===== config.mk =====
export PLATFORM = sky130hd
export DESIGN_NAME = mult_datapath_flat
export DESIGN_NICKNAME = d
export VERILOG_FILES = /design/src/rtl/mult_if.sv /design/src/rtl/mult_datapath.sv /design/src/flat_wrapper.sv
export SDC_FILE = /design/constraint.sdc
export NUM_CORES = 1
export LEC_CHECK = 0
export CORE_MARGIN = 1
export CORE_UTILIZATION = 53
export CTS_CLUSTER_SIZE = 24
export DETAILED_ROUTE_END_ITERATION = 12
export GPL_TIMING_DRIVEN = 0
export PLACE_DENSITY = 0.95
export SKIP_LAST_GASP = 1
export SYNTH_ARGS = -nofsm -noshare
export SYNTH_HDL_FRONTEND = slang
export SYNTH_SLANG_ARGS = --single-unit
export TNS_END_PERCENT = 100

===== constraint.sdc =====
create_clock -name clk -period 5.5 [get_ports clk]
set_input_delay 1.1 -clock clk [delete_from_list [all_inputs] [get_ports clk]]
set_output_delay 1.1 -clock clk [all_outputs]
set_load 0.1 [all_outputs]

===== src/rtl/mult_if.sv =====
// mult_if: strobe, operand and result bundle between the multiplier controller and datapath
interface mult_if #(
    parameter int WIDTH = 4
);
    logic [WIDTH-1:0]   a_in;
    logic [WIDTH-1:0]   b_in;
    logic               sig_rst;
    logic               ld1;
    logic               ld2;
    logic               s0;
    logic               s1;
    logic               s2;
    logic               cnt_done;
    logic [2*WIDTH-1:0] product;
    logic               p_valid;

    modport master (
        output a_in, b_in, sig_rst, ld1, ld2, s0, s1, s2,
        input  cnt_done, product, p_valid
    );

    modport slave (
        input  a_in, b_in, sig_rst, ld1, ld2, s0, s1, s2,
        output cnt_done, product, p_valid
    );
endinterface


===== src/rtl/mult_datapath.sv =====
// mult_datapath: shift-add datapath executing the multiplier controller's strobes
module mult_datapath #(
    parameter int WIDTH = 4
) (
    input logic   clk,
    input logic   rst,
    mult_if.slave bus
);
    localparam int CW = $clog2(WIDTH) + 1;

    logic [WIDTH-1:0]   a_q, a_d;
    logic [WIDTH-1:0]   q_q, q_d;
    logic [WIDTH:0]     acc_q, acc_d;
    logic [CW-1:0]      cnt_q, cnt_d;
    logic [2*WIDTH-1:0] product_q, product_d;
    logic               p_valid_q, p_valid_d;
    logic [WIDTH:0]     sum;
    logic               done;
    logic               shift_ok;

    assign done         = cnt_q == CW'(WIDTH);
    assign bus.cnt_done = done;
    assign bus.product  = product_q;
    assign bus.p_valid  = p_valid_q;

    // Next state: add feeds the shift in the same cycle; sig_rst wins on acc/cnt, ld2 wins on Q
    always_comb begin
        sum       = acc_q + ((bus.s0 && q_q[0]) ? {1'b0, a_q} : '0);
        shift_ok  = bus.s1 && !done;
        a_d       = bus.ld1 ? bus.a_in : a_q;
        q_d       = bus.ld2 ? bus.b_in : shift_ok ? {sum[0], q_q[WIDTH-1:1]} : q_q;
        acc_d     = bus.sig_rst ? '0 : shift_ok ? {1'b0, sum[WIDTH:1]} : sum;
        cnt_d     = bus.sig_rst ? '0 : shift_ok ? cnt_q + 1'b1 : cnt_q;
        product_d = bus.s2 ? {acc_q[WIDTH-1:0], q_q} : product_q;
        p_valid_d = bus.s2;
    end

    // State registers with synchronous reset overriding every strobe
    always_ff @(posedge clk) begin
        if (rst) begin
            a_q       <= '0;
            q_q       <= '0;
            acc_q     <= '0;
            cnt_q     <= '0;
            product_q <= '0;
            p_valid_q <= 1'b0;
        end else begin
            a_q       <= a_d;
            q_q       <= q_d;
            acc_q     <= acc_d;
            cnt_q     <= cnt_d;
            product_q <= product_d;
            p_valid_q <= p_valid_d;
        end
    end
endmodule


===== src/flat_wrapper.sv =====
// flat-port wrapper written by rule: the top's interface ports become plain ports
module mult_datapath_flat 
#(
    parameter int WIDTH = 4
)
  (clk, rst, bus_a_in, bus_b_in, bus_sig_rst, bus_ld1, bus_ld2, bus_s0, bus_s1, bus_s2, bus_cnt_done, bus_product, bus_p_valid);
  mult_if #(.WIDTH(WIDTH)) bus_i ();
  input logic clk;
  input logic rst;
  input wire logic [$bits(bus_i.a_in)-1:0] bus_a_in;
  input wire logic [$bits(bus_i.b_in)-1:0] bus_b_in;
  input wire logic [$bits(bus_i.sig_rst)-1:0] bus_sig_rst;
  input wire logic [$bits(bus_i.ld1)-1:0] bus_ld1;
  input wire logic [$bits(bus_i.ld2)-1:0] bus_ld2;
  input wire logic [$bits(bus_i.s0)-1:0] bus_s0;
  input wire logic [$bits(bus_i.s1)-1:0] bus_s1;
  input wire logic [$bits(bus_i.s2)-1:0] bus_s2;
  output wire logic [$bits(bus_i.cnt_done)-1:0] bus_cnt_done;
  output wire logic [$bits(bus_i.product)-1:0] bus_product;
  output wire logic [$bits(bus_i.p_valid)-1:0] bus_p_valid;
  assign bus_i.a_in = bus_a_in;
  assign bus_i.b_in = bus_b_in;
  assign bus_i.sig_rst = bus_sig_rst;
  assign bus_i.ld1 = bus_ld1;
  assign bus_i.ld2 = bus_ld2;
  assign bus_i.s0 = bus_s0;
  assign bus_i.s1 = bus_s1;
  assign bus_i.s2 = bus_s2;
  assign bus_cnt_done = bus_i.cnt_done;
  assign bus_product = bus_i.product;
  assign bus_p_valid = bus_i.p_valid;
  mult_datapath #(.WIDTH(WIDTH)) u_core (.clk(clk), .rst(rst), .bus(bus_i));
endmodule

# Word level (Yosys, flattened, before mapping)
# Cells that the tools add are included.
dict set report classes {
  addsub 2
  n_eq_ne 1
  muxes 4
  reduce_logical 6
}
# operator n
set ops {}
lappend ops {{4-bit two-way mux} 4}
lappend ops {{5-bit by 4-bit adder with 5-bit output} 1}
lappend ops {{3-bit by 1-bit adder with 3-bit output, second input constant} 1}
lappend ops {{3-bit == test, second input constant} 1}
lappend ops {{3-bit OR reduction} 1}
lappend ops {{1-bit logical AND} 2}
lappend ops {{2-bit nonzero test} 1}
lappend ops {{2-bit OR reduction} 1}
lappend ops {{1-bit logical NOT} 1}
dict set report totals {
  ff_bits 25
  inputBits 16
  out_inout_bits 10
  word_cells 20
}

# Longest topological paths before layout
# Gate-level depths: netlist of run 1.
dict set report logic_depth {
  word_depth 5
  ltp_mapped 8
  depth_no_buf 8
}

# Least setup slack after synthesis of run 1
# No wires, ideal clock.
dict set report synth_path {
  path_kind {input to register}
  startpoint {input bus_s0}
  endpoint {register u_core.acc_q[4]}
  setup_time_ns 0.119
  arrival_ns 2.356
  t_required_ns 5.381
  slack_ns 3.025
  path_stages 8
  path_buffers 0
  cell_sequence {and3_1 -> ha_1 -> inv_1 -> fa_1 -> nand2b_1 -> a21oi_1 -> xnor2_1 -> nor3_1}
}
dict set report synth_between {
  elab_chain_len 3
}
# item line
set synth_lines {}
lappend synth_lines {{start: declaration} flat_wrapper.sv:15} ;# input wire logic [$bits(bus_i.s0)-1:0] bus_s0;
lappend synth_lines {{1-bit logical AND} mult_datapath.sv:28} ;# sum = acc_q + ((bus.s0 && q_q[0]) ? {1'b0, a_q} : '0);
lappend synth_lines {{4-bit two-way mux} mult_datapath.sv:28}
lappend synth_lines {{5-bit by 4-bit adder with 5-bit output} mult_datapath.sv:28}
lappend synth_lines {{end signal: assignment} mult_datapath.sv:43} ;# acc_q <= '0;
lappend synth_lines {{end signal: assignment} mult_datapath.sv:50} ;# acc_q <= acc_d;
lappend synth_lines {{end: declaration} mult_datapath.sv:13} ;# logic [WIDTH:0] acc_q, acc_d;
# No other way between the ends.
# A chain may end at the register's enable or synchronous reset.

# Worst setup path after layout of run 1
dict set report layout_path {
  startpoint {register u_core.cnt_q[0]}
  endpoint {output bus_cnt_done}
}
dict set report layout_between {
  elab_chain_len 1
}
# item line
set layout_lines {}
lappend layout_lines {{start: declaration} mult_datapath.sv:14} ;# logic [CW-1:0] cnt_q, cnt_d;
lappend layout_lines {{start signal: assignment} mult_datapath.sv:51} ;# cnt_q <= cnt_d;
lappend layout_lines {{3-bit == test} mult_datapath.sv:21} ;# assign done = cnt_q == CW'(WIDTH);
lappend layout_lines {{end: declaration} flat_wrapper.sv:18} ;# output wire logic [$bits(bus_i.cnt_done)-1:0] bus_cnt_done;
# No other way between the ends.

==> summary.txt, run 1 <==
Power
  – Pwr Total: ~320 uW
  – Leakage: 0.630 nW
  – PwrDens: 223 mW/mm^2
  – Peak supply drop: 0.161 mV

Clock tree
  – Root Driver: clkbuf_4
  – CTS tree: done
  – Hold Buf Count CTS: 0
  – CTS buffer count: 3
  – Post-CTS sizing: 0
  – CTS Sinks: 25
  – Post-CTS Setup Inserts: 0
  – Depth of the CTS H-tree: 1
  – Clk_lat worst skew: 330 ps
  – Max clock buf depth: 2
  – Clock transition at path regs: 120 ps

Worst setup path
  – Setup CP Type: reg2out
  – Slowest cell on crit path: clkdlybuf4s50_1
  – Worst Path Max Fanout: 3
  – Critical path startpoint category: register
  – CP Data Required Time: 4400 ps
  – Critical path's top delay family: buffers and inverters
  – CP bufs+invs: 2
  – Worst reg2reg startpoint: u_core.q_q[0]
  – Worst path max stage delay: 1130 ps
  – Crit. End Element: output pin
  – R2R cell count: 8
  – Crit-path cells: inv_1 -> ha_1 -> and2_1 -> clkdlybuf4s50_1
  – Crit Reg-Reg Endpoint: u_core.acc_q[4]
  – Reg-to-reg slack, setup: 3490 ps
  – Worst Path Arrival: 2210 ps

Routing
  – Detailed-route via count: 958
  – Final WL: around 2300 um
  – Iter 0 DRT Violations: 22
  – Detailed Routing Iterations Pass 1: 4
  – DRC viols: 0
  – Wire per inst: between 10 and 15 um
  – Vias per cell: roughly 5.2
  – Routed Antenna Nets: 0

Timing
  – Peak Freq: 302 MHz
  – Number of setup violations in the final report: 0
  – Tcrit/Tclk final: 0.602
  – Total negative slack: 0 ps
  – Hold Slack: 487 ps
  – Worst slew pin tran: 971 ps
  – RSZ-0062 raised after global routing: no
  – Setup WS post-layout: 2190 ps
  – Final min period: 3310 ps
  – Clk_skew: between 9 and 10 ps
  – Final hold viol count: 0
  – Rel. slew slack: 0.350
  – Pins Over Slew Limit: 0

Global routing
  – Largest net degree at the start of global routing: 14
  – Vias in the first global route: 922
  – First-pass GRT wire length: ~4200 um
  – Overflow after GRT: 0
  – Tot GR Track Use: 0.229
  – Antenna violations before repair: 0

Cells and area
  – Syn-to-layout area delta: 22.9%
  – # fillers: 145
  – Final Instance Count excl. Fillers: 183
  – Layout cells sized above 1: 0.0641
  – Core Util, Final: 0.718
  – Area of the multi-input gates: 614 um^2
  – Nets: 180
  – Final Cell Area: approximately 0.0015 mm^2
  – Sequential cell area: between 500 and 600 um^2
  – Ant diodes: 0

Synth
  – Adder and majority gate portion of the synthesized area: 0.0804
  – Area leader, netlist: dfxtp_1
  – Synth area leaders: dfxtp_1 42%, mux2i_1 11%, ha_1 6.3%
  – XOR/XNOR Fraction of Synth Area: 0.0296
  – Mux cell area share after synthesis: 0.110
  – Cells after Synth: ~130
  – Yosys top cell area share: 0.423
  – Avg Cell Area, Syn: 9.03 um^2
  – Warnings from Yosys: 0
  – Seq/Total Area, Yosys: 0.423
  – Synth Register Bits: 25
  – Mapped Nets: 154
  – Cell variety after synth: 27
  – Post-synthesis compound-gate area fraction: 0.115
  – Post-Synth Simple-Gate Area: 0.184
  – Main combinational cell family by area after synthesis: simple AND/OR/NAND/NOR gates
  – Mapped Area: between 0.001 and 0.0015 mm^2

Run
  – Max-cap violations: 0

Place
  – DPL Wire Length: 1800 um
  – Final estimated routing congestion in global placement: 0.772
  – Worst slack, placed: 2300 ps
  – Placed Cells: approximately 180
  – Placed Area: 0.00143 mm^2
  – PortBufs: 21

Worst hold path
  – Hold Crit Depth: 2
  – Hold crit path type: reg2reg
  – Worst Hold End: u_core.cnt_q[1]
  – Hold Crit Start: u_core.cnt_q[1]

Floorplanning
  – Chip height: 49.2 um
  – Core ar.: 0.00202 mm^2
  – # rows: 16
  – Die X: about 50 um
  – Initial Util: 0.585
  – # IOs: 26
  – Die footprint: ~0.0024 mm^2

Status
  – Status: completed
[layer usage]
| metal | global-route usage | wire (um) | vias up |
|---|---|---|---|
| li1 | - | - | 490 |
| met1 | 0.267 | 985 | 424 |
| met2 | 0.406 | 1180 | 39 |
| met5 | 0 | 0 | - |
| met4 | 0.0637 | 24 | 0 |
| met3 | 0.0592 | 138 | 5 |
[flip-flops by register name, indices dropped and copies added, names as in the netlist]
register / count
u_core.bus.product: 8
u_core.acc_q: 5
u_core.cnt_q: 3
u_core.a_q: 4
u_core.q_q: 4
u_core.bus.p_valid: 1
[cell type report]
type	instances	share of cell area
tap	27	0.0233
buffer	8	0.0336
sequential	25	0.345
clock buffer	4	0.0181
timing repair buffer	21	0.145
inverter	5	0.0129
multi-input combinational	93	0.423
[worst register-to-register path, stage by stage (launching register included)]
cell and delay [ps]:
dfxtp_1 430, and3_1 200, ha_1 170, inv_1 60, fa_1 400, nand2b_1 190, a21oi_1 250, xnor2_1 170
nor3_1 60
[placed cells by master (no fill, tap or decap), types with 2 or more instances in the layout]
cell / Yosys / final
a21o_1: 5 / 5
a21oi_1: 8 / 8
and3_1: 4 / 4
buf_2: 3 / 3
buf_6: 2 / 2
clkbuf_1: 3 / 4
clkbuf_4: 0 / 3
clkdlybuf4s50_1: 0 / 21
dfxtp_1: 25 / 25
ha_1: 6 / 6
inv_1: 5 / 5
mux2i_1: 13 / 13
nand2_1: 17 / 17
nand2b_1: 2 / 2
nand3_1: 3 / 3
nor2_1: 18 / 18
nor3_1: 3 / 3
xnor2_1: 3 / 3
[power by group]
group / leakage [nW] / switching (mW) / internal [mW]
Combinational: 0.411 / 0.0281 / 0.0208
Clock: 0.0150 / 0.0555 / 0.0285
Sequential: 0.204 / 0.00390 / 0.187
[cells in the mapped netlist]
library cell,n
and2_1,1
o211ai_1,1
clkbuf_1,3
a21oi_1,8
nand2_1,17
nor2_1,18
inv_1,5
dfxtp_1,25
ha_1,6
nand3_1,3
a21boi_1,1
or2_1,1
o41ai_2,1
nand2b_1,2
buf_2,3
a21o_1,5
nor3_1,3
fa_1,1
and3_1,4
nor2b_1,1
xor2_1,1
a211oi_1,1
a21bo_2,1
buf_6,2
mux2i_1,13
a41o_1,1
xnor2_1,3
[cell families after synthesis]
family          Yosys count
flops                    25
fa+ha+maj                 7
buf+inv                  13
compound gates           19
mux                      13
simple gates             50
xor+xnor                  4
[how the worst max path moves through the flow]
stage | depth (start not counted) | startpoint | endpoint | slack, ps
final | 4 | u_core.cnt_q[0] | bus_cnt_done | 2190
after global routing | 4 | u_core.cnt_q[0] | bus_cnt_done | 2140
after CTS | 4 | u_core.cnt_q[0] | bus_cnt_done | 2190
after detailed placement | 9 | bus_s0 | u_core.acc_q[4] | 2300
after global placement | 9 | bus_s0 | u_core.acc_q[4] | 2400
after floorplan | 8 | bus_s0 | u_core.acc_q[4] | 3030
No activity file was read; power rests on OpenSTA's default activity.
==> run 2, diff against run 1 <==
--- a/config.mk
+++ b/config.mk
@@ -6,11 +6,11 @@
 export NUM_CORES = 1
 export LEC_CHECK = 0
 export CORE_MARGIN = 1
-export CORE_UTILIZATION = 53
+export CORE_UTILIZATION = 44
 export CTS_CLUSTER_SIZE = 24
 export DETAILED_ROUTE_END_ITERATION = 12
 export GPL_TIMING_DRIVEN = 0
-export PLACE_DENSITY = 0.95
+export PLACE_DENSITY = 0.86
 export SKIP_LAST_GASP = 1
 export SYNTH_ARGS = -nofsm -noshare
 export SYNTH_HDL_FRONTEND = slang
==> constraint.sdc (replaced) <==
create_clock -name clk -period 2.9 [get_ports clk]
set_input_delay 0.58 -clock clk [delete_from_list [all_inputs] [get_ports clk]]
set_output_delay 0.58 -clock clk [all_outputs]
set_load 0.1 [all_outputs]
==> run 2 against run 1 <==
Effect of this change:
- first-iteration DRC count decreased by 68%
- critical path depth unchanged
- utilization decreased by 14 points
- combinational power increased by 90%
- sequential share of layout area decreased by 0.089 points
- die area increased by 20%
- clock-buffer cell count unchanged
- global-route usage decreased by 5.5 points
- clock power increased by 82%
- final cell count increased by 1.6%
- largest power group unchanged
==> summary.txt, run 2 (same netlist as run 1, synthesis figures left out) <==
Clock tree
  – CTS tree: done
  – Hold Buf Count CTS: 0 (unchanged)
  – Clk_lat worst skew: 310 ps (-20 ps)
  – Root Driver: clkbuf_4
  – Post-CTS Setup Inserts: 0 (unchanged)
  – Depth of the CTS H-tree: 1 (unchanged)
  – CTS buffer count: 3 (unchanged)
  – CTS Sinks: 25 (unchanged)
  – Clock transition at path regs: 130 ps (about the same)
  – Max clock buf depth: 2 (unchanged)
  – Post-CTS sizing: 0 (unchanged)

Routing
  – Iter 0 DRT Violations: 7 (-68%)
  – Detailed-route via count: 960 (+0.21%)
  – Vias per cell: 5.16 (-1.4%)
  – Wire per inst: 12.1 um (-5.2%)
  – Final WL: 2250 um (-3.6%)
  – DRC viols: 0 (unchanged)
  – Detailed Routing Iterations Pass 1: 3 (-1)
  – Routed Antenna Nets: 0 (unchanged)

Power
  – Leakage: 0.630 nW (unchanged)
  – Peak supply drop: 0.282 mV (+75%)
  – PwrDens: 417 mW/mm^2 (+87%)

Timing
  – Clk_skew: 5.27 ps (-4.39 ps)
  – RSZ-0062 raised after global routing: no
  – Rel. slew slack: 0.350 (about the same)
  – Tcrit/Tclk final: 0.952
  – Number of setup violations in the final report: 0 (unchanged)
  – Hold Slack: 448 ps (-38.6 ps)
  – Worst slew pin tran: 972 ps (+0.171 ps)
  – Final hold viol count: 0 (unchanged)
  – Total negative slack: 0 ps (unchanged)
  – Peak Freq: around 360 MHz
  – Pins Over Slew Limit: 0 (unchanged)
  – Final min period: around 2800 ps

Worst setup path
  – Setup CP Type: reg2out
  – Critical path startpoint category: register
  – CP Data Required Time: 2320 ps (-2080 ps)
  – Crit. End Element: output pin
  – Worst Path Arrival: 2180 ps (-30 ps)
  – R2R cell count: 8 (unchanged)
  – Worst Path Max Fanout: 3 (unchanged)

Place
  – PortBufs: 21 (unchanged)
  – DPL Wire Length: 1700 um (-5.3%)
  – Final estimated routing congestion in global placement: 0.748 (-3.1%)
  – Placed Area: 0.00143 mm^2 (+0.26%)
  – Placed Cells: 182 (+1.7%)

Floorplanning
  – Initial Util: 0.473 (-0.112)
  – # rows: 18 (+2)
  – Chip height: 53.8 um (+9.4%)
  – # IOs: 26 (unchanged)
  – Die X: 53.8 um (+9.4%)
  – Die footprint: 0.00290 mm^2 (+20%)
  – Core ar.: 0.00250 mm^2 (+24%)

Run
  – Max-cap violations: 0 (unchanged)

Cells and area
  – Syn-to-layout area delta: 23.2%
  – # fillers: 239 (+65%)
  – Nets: 180 (unchanged)
  – Largest register FFs: 8 (unchanged)
  – Most frequent cells in the layout: 25 x dfxtp_1, 21 x clkdlybuf4s50_1, 18 x nor2_1, 17 x nand2_1, 13 x mux2i_1
  – Commonest non-fill, non-tap cell in the layout: dfxtp_1
  – Layout cells sized above 1: 0.0641 (unchanged)
  – Ant diodes: 0 (unchanged)
  – Final Instance Count excl. Fillers: 186 (+1.6%)
  – Final Cell Area: 0.00146 mm^2 (+0.26%)

Status
  – Status: completed

Global routing
  – Largest net degree at the start of global routing: 14 (unchanged)
  – First-pass GRT wire length: 3670 um (-13%)
  – Antenna violations before repair: 0 (unchanged)
  – Tot GR Track Use: 0.174 (-0.0550)
  – Overflow after GRT: 0 (unchanged)
  – Vias in the first global route: 906 (-1.7%)

Worst hold path
  – Hold Crit Depth: 2 (unchanged)
  – Hold crit path type: in2reg
run 2: cell counts in the layout (fill, tap and decap cells not counted):
No cell type changed its count.
run 2: routing by layer:
metal / track usage / up-vias / share of wire
li1: - / 488 / -
met1: 0.192 / 444 / 0.45
met2: 0.323 / 26 / 0.49
met3: 0.0508 / 2 / 0.051
met4: 0.0351 / 0 / 0.0085
met5: 0 / - / 0
run 2: path summary, 6_finish.rpt:
kind                            slack [ps]               to             from
worst max-delay path                   140     bus_cnt_done  u_core.cnt_q[0]
worst max register to register         960  u_core.acc_q[4]    u_core.q_q[0]
worst min register to register         510  u_core.cnt_q[1]  u_core.cnt_q[1]
worst min-delay path                   450    u_core.q_q[3]              rst
run 2: final cells by class:
class                   instances  area, um^2  share of cell area
flip-flops and latches         25         500               0.344
well taps                      30        37.5              0.0258
inverters                       5        18.8              0.0129
repair buffers                 21         210               0.144
plain buffers                   8        48.8              0.0335
clock buffers                   4        26.3              0.0180
multi-input cells              93         614               0.422
run 2: worst max-delay path, stage by stage (launching register included):
cell             delay [ps]
dfxtp_1                 360
inv_1                    70
ha_1                    180
and2_1                  140
clkdlybuf4s50_1        1120
run 2: per-stage QoR:
| step | util | total power [mW] | setup slack [ps] |
|---|---|---|---|
| finish | 0.583 | 0.607 | 139 |
| global route | 0.583 | 0.634 | 45.3 |
| CTS | 0.583 | 0.611 | 134 |
| detailed placement | 0.572 | 0.462 | 296 |
| global placement | 0.572 | 0.459 | 308 |
| floorplan | - | 0.430 | 945 |
run 2: where the power goes:
part / total [mW] / internal, mW / switching [mW]
combinational: 0.0928 / 0.0393 / 0.0535
sequential: 0.362 / 0.354 / 0.00755
clock: 0.153 / 0.0537 / 0.0990
total: 0.607 / 0.447 / 0.160
==> run 3, diff against run 2 <==
==> constraint.sdc (replaced) <==
create_clock -name clk -period 2.29 [get_ports clk]
set_input_delay 0.458 -clock clk [delete_from_list [all_inputs] [get_ports clk]]
set_output_delay 0.458 -clock clk [all_outputs]
set_load 0.1 [all_outputs]
==> run 3 against run 2 <==
Effect of this change:
- clock skew hardly changed
- sequential power up 27%
- sequential cell count is the same
- die area unchanged
- routed wire length rose by 0.18%
- non-clock buffer count is the same
- clock-buffer cell count is the same
- clock power increased by 27%
- hold slack lost 120 ps
- combinational power grew 26%
- setup slack got worse by 77 ps
- critical endpoint is now bus_p_valid
- highest routed layer unchanged
==> summary.txt, run 3 (same netlist as run 1, synthesis figures left out) <==
Floorplanning
  – Die X: 53.8 um (unchanged)
  – Die footprint: 0.00290 mm^2 (unchanged)
  – Core ar.: 0.00250 mm^2 (unchanged)
  – # rows: 18 (unchanged)
  – Chip height: 53.8 um (unchanged)
  – Initial Util: 0.473 (unchanged)
  – # IOs: 26 (unchanged)

Routing
  – Final WL: 2250 um (+0.18%)
  – Vias per cell: 5.17 (+0.10%)
  – Detailed-route via count: 961 (+0.10%)
  – DRC viols: 0 (unchanged)
  – Routed Antenna Nets: 0 (unchanged)
  – Detailed Routing Iterations Pass 1: 3 (unchanged)
  – Wire per inst: 12.1 um (+0.18%)
  – Iter 0 DRT Violations: 8 (+1)

Global routing
  – Vias in the first global route: 906 (unchanged)
  – First-pass GRT wire length: 3670 um (unchanged)
  – Overflow after GRT: 0 (unchanged)
  – Tot GR Track Use: 0.174 (unchanged)
  – Antenna violations before repair: 0 (unchanged)
  – Largest net degree at the start of global routing: 14 (unchanged)

Clock tree
  – Clk_lat worst skew: 310 ps (about the same)
  – Max clock buf depth: 2 (unchanged)
  – Depth of the CTS H-tree: 1 (unchanged)
  – CTS tree: done
  – CTS buffer count: 3 (unchanged)
  – Root Driver: clkbuf_4
  – Post-CTS sizing: 3 (+3)
  – Clock transition at path regs: 130 ps (about the same)
  – Post-CTS Setup Inserts: 0 (unchanged)
  – CTS Sinks: 25 (unchanged)
  – Hold Buf Count CTS: 0 (unchanged)

Power
  – Peak supply drop: 0.358 mV (+27%)
  – PwrDens: 521 mW/mm^2 (+25%)
  – Pwr Total: 769 uW (+27%)
  – Leakage: 0.776 nW (+23%)

Place
  – PortBufs: 21 (unchanged)
  – DPL Wire Length: 1700 um (unchanged)
  – Final estimated routing congestion in global placement: 0.748 (unchanged)

Worst setup path
  – Crit Reg-Reg Endpoint: u_core.acc_q[4]
  – Reg-to-reg slack, setup: 350 ps (-610 ps)
  – Critical path startpoint category: register
  – Crit. End Element: output pin
  – Worst Path Max Fanout: 1 (-2)
  – Crit-path cells: clkdlybuf4s50_1
  – Critical path's top delay family: buffers and inverters
  – CP bufs+invs: 1 (-1)
  – CP Data Required Time: 1830 ps (-490 ps)
  – Worst reg2reg startpoint: u_core.q_q[0]
  – Slowest cell on crit path: clkdlybuf4s50_1
  – Worst Path Arrival: 1770 ps (-410 ps)
  – Worst path max stage delay: 1120 ps (about the same)
  – R2R cell count: 8 (unchanged)
  – Setup CP Type: reg2out

Timing
  – Peak Freq: 449 MHz
  – Number of setup violations in the final report: 0 (unchanged)
  – Final min period: 2230 ps
  – Pins Over Slew Limit: 0 (unchanged)
  – Rel. slew slack: 0.355 (+0.00438)
  – Final hold viol count: 0 (unchanged)
  – Clk_skew: 5.68 ps (+0.408 ps)
  – Tcrit/Tclk final: 0.973
  – Worst slew pin tran: 967 ps (-5.10 ps)
  – Total negative slack: 0 ps (unchanged)

Worst hold path
  – Hold Crit Depth: 2 (unchanged)
  – Hold crit path type: in2reg
  – Worst Hold End: u_core.q_q[3]
  – Hold Crit Start: rst

Cells and area
  – Layout cells sized above 1: 0.0705 (+0.00641)
  – Most frequent cells in the layout: 25 x dfxtp_1, 18 x nor2_1, 17 x nand2_1, 13 x mux2i_1, 12 x clkdlybuf4s50_1
  – Syn-to-layout area delta: 25.0%
  – Largest register FFs: 8 (unchanged)
  – Ant diodes: 0 (unchanged)
  – Nets: 180 (unchanged)
  – Commonest non-fill, non-tap cell in the layout: dfxtp_1

Run
  – Max-cap violations: 0 (unchanged)

Status
  – Status: completed
run 3: how the worst max path moves through the flow:
| stage | from | slack [ps] | to | depth (start not counted) |
|---|---|---|---|---|
| final | u_core.bus.p_valid | 60 | bus_p_valid | 1 |
| after global routing | u_core.bus.p_valid | -0.3 | bus_p_valid | 1 |
| after CTS | u_core.bus.product[2] | 7 | bus_product[2] | 1 |
| after detailed placement | bus_s0 | -190 | u_core.acc_q[4] | 9 |
| after global placement | bus_s0 | -180 | u_core.acc_q[4] | 9 |
| after floorplan | bus_s0 | 460 | u_core.acc_q[4] | 8 |
run 3: per-layer routing:
| layer | GRT usage | vias to the layer above | wire length [um] |
|---|---|---|---|
| li1 | - | 488 | - |
| met1 | 0.192 | 445 | 997 |
| met2 | 0.323 | 26 | 1110 |
| met3 | 0.0508 | 2 | 126 |
| met4 | 0.0351 | 0 | 19 |
| met5 | 0 | - | 0 |
run 3: per-stage QoR:
| step | instance area [um^2] | setup slack (ps) | util | cells | hold WS (ps) |
|---|---|---|---|---|---|
| 2_1_floorplan | 1180 | 457 | - | 131 | 450 |
| 4_1_cts | 1460 | 6.88 | 0.583 | 186 | 321 |
| 6_report | 1480 | 61.6 | 0.591 | 186 | 326 |
| 5_1_grt | 1480 | -0.295 | 0.591 | 186 | 307 |
| 3_3_place_gp | 1430 | -180 | 0.572 | 182 | 462 |
| 3_5_place_dp | 1430 | -192 | 0.572 | 182 | 484 |
run 3: cell type report:
class	instances	area [um^2]
Sequential cell	25	500
Fill cell	230	1020
Tap cell	30	37.5
Inverter	5	18.8
Clock buffer	4	26.3
Timing Repair Buffer	21	231
Multi-Input combinational cell	93	614
Buffer	8	48.8
run 3: power breakdown:
| part | leakage [nW] | switching, mW | total, mW | internal [mW] |
|---|---|---|---|---|
| registers | 0.204 | 0.00946 | 0.458 | 0.449 |
| clock network | 0.0150 | 0.126 | 0.194 | 0.0681 |
| logic | 0.557 | 0.0677 | 0.117 | 0.0496 |
| total | 0.776 | 0.203 | 0.769 | 0.566 |
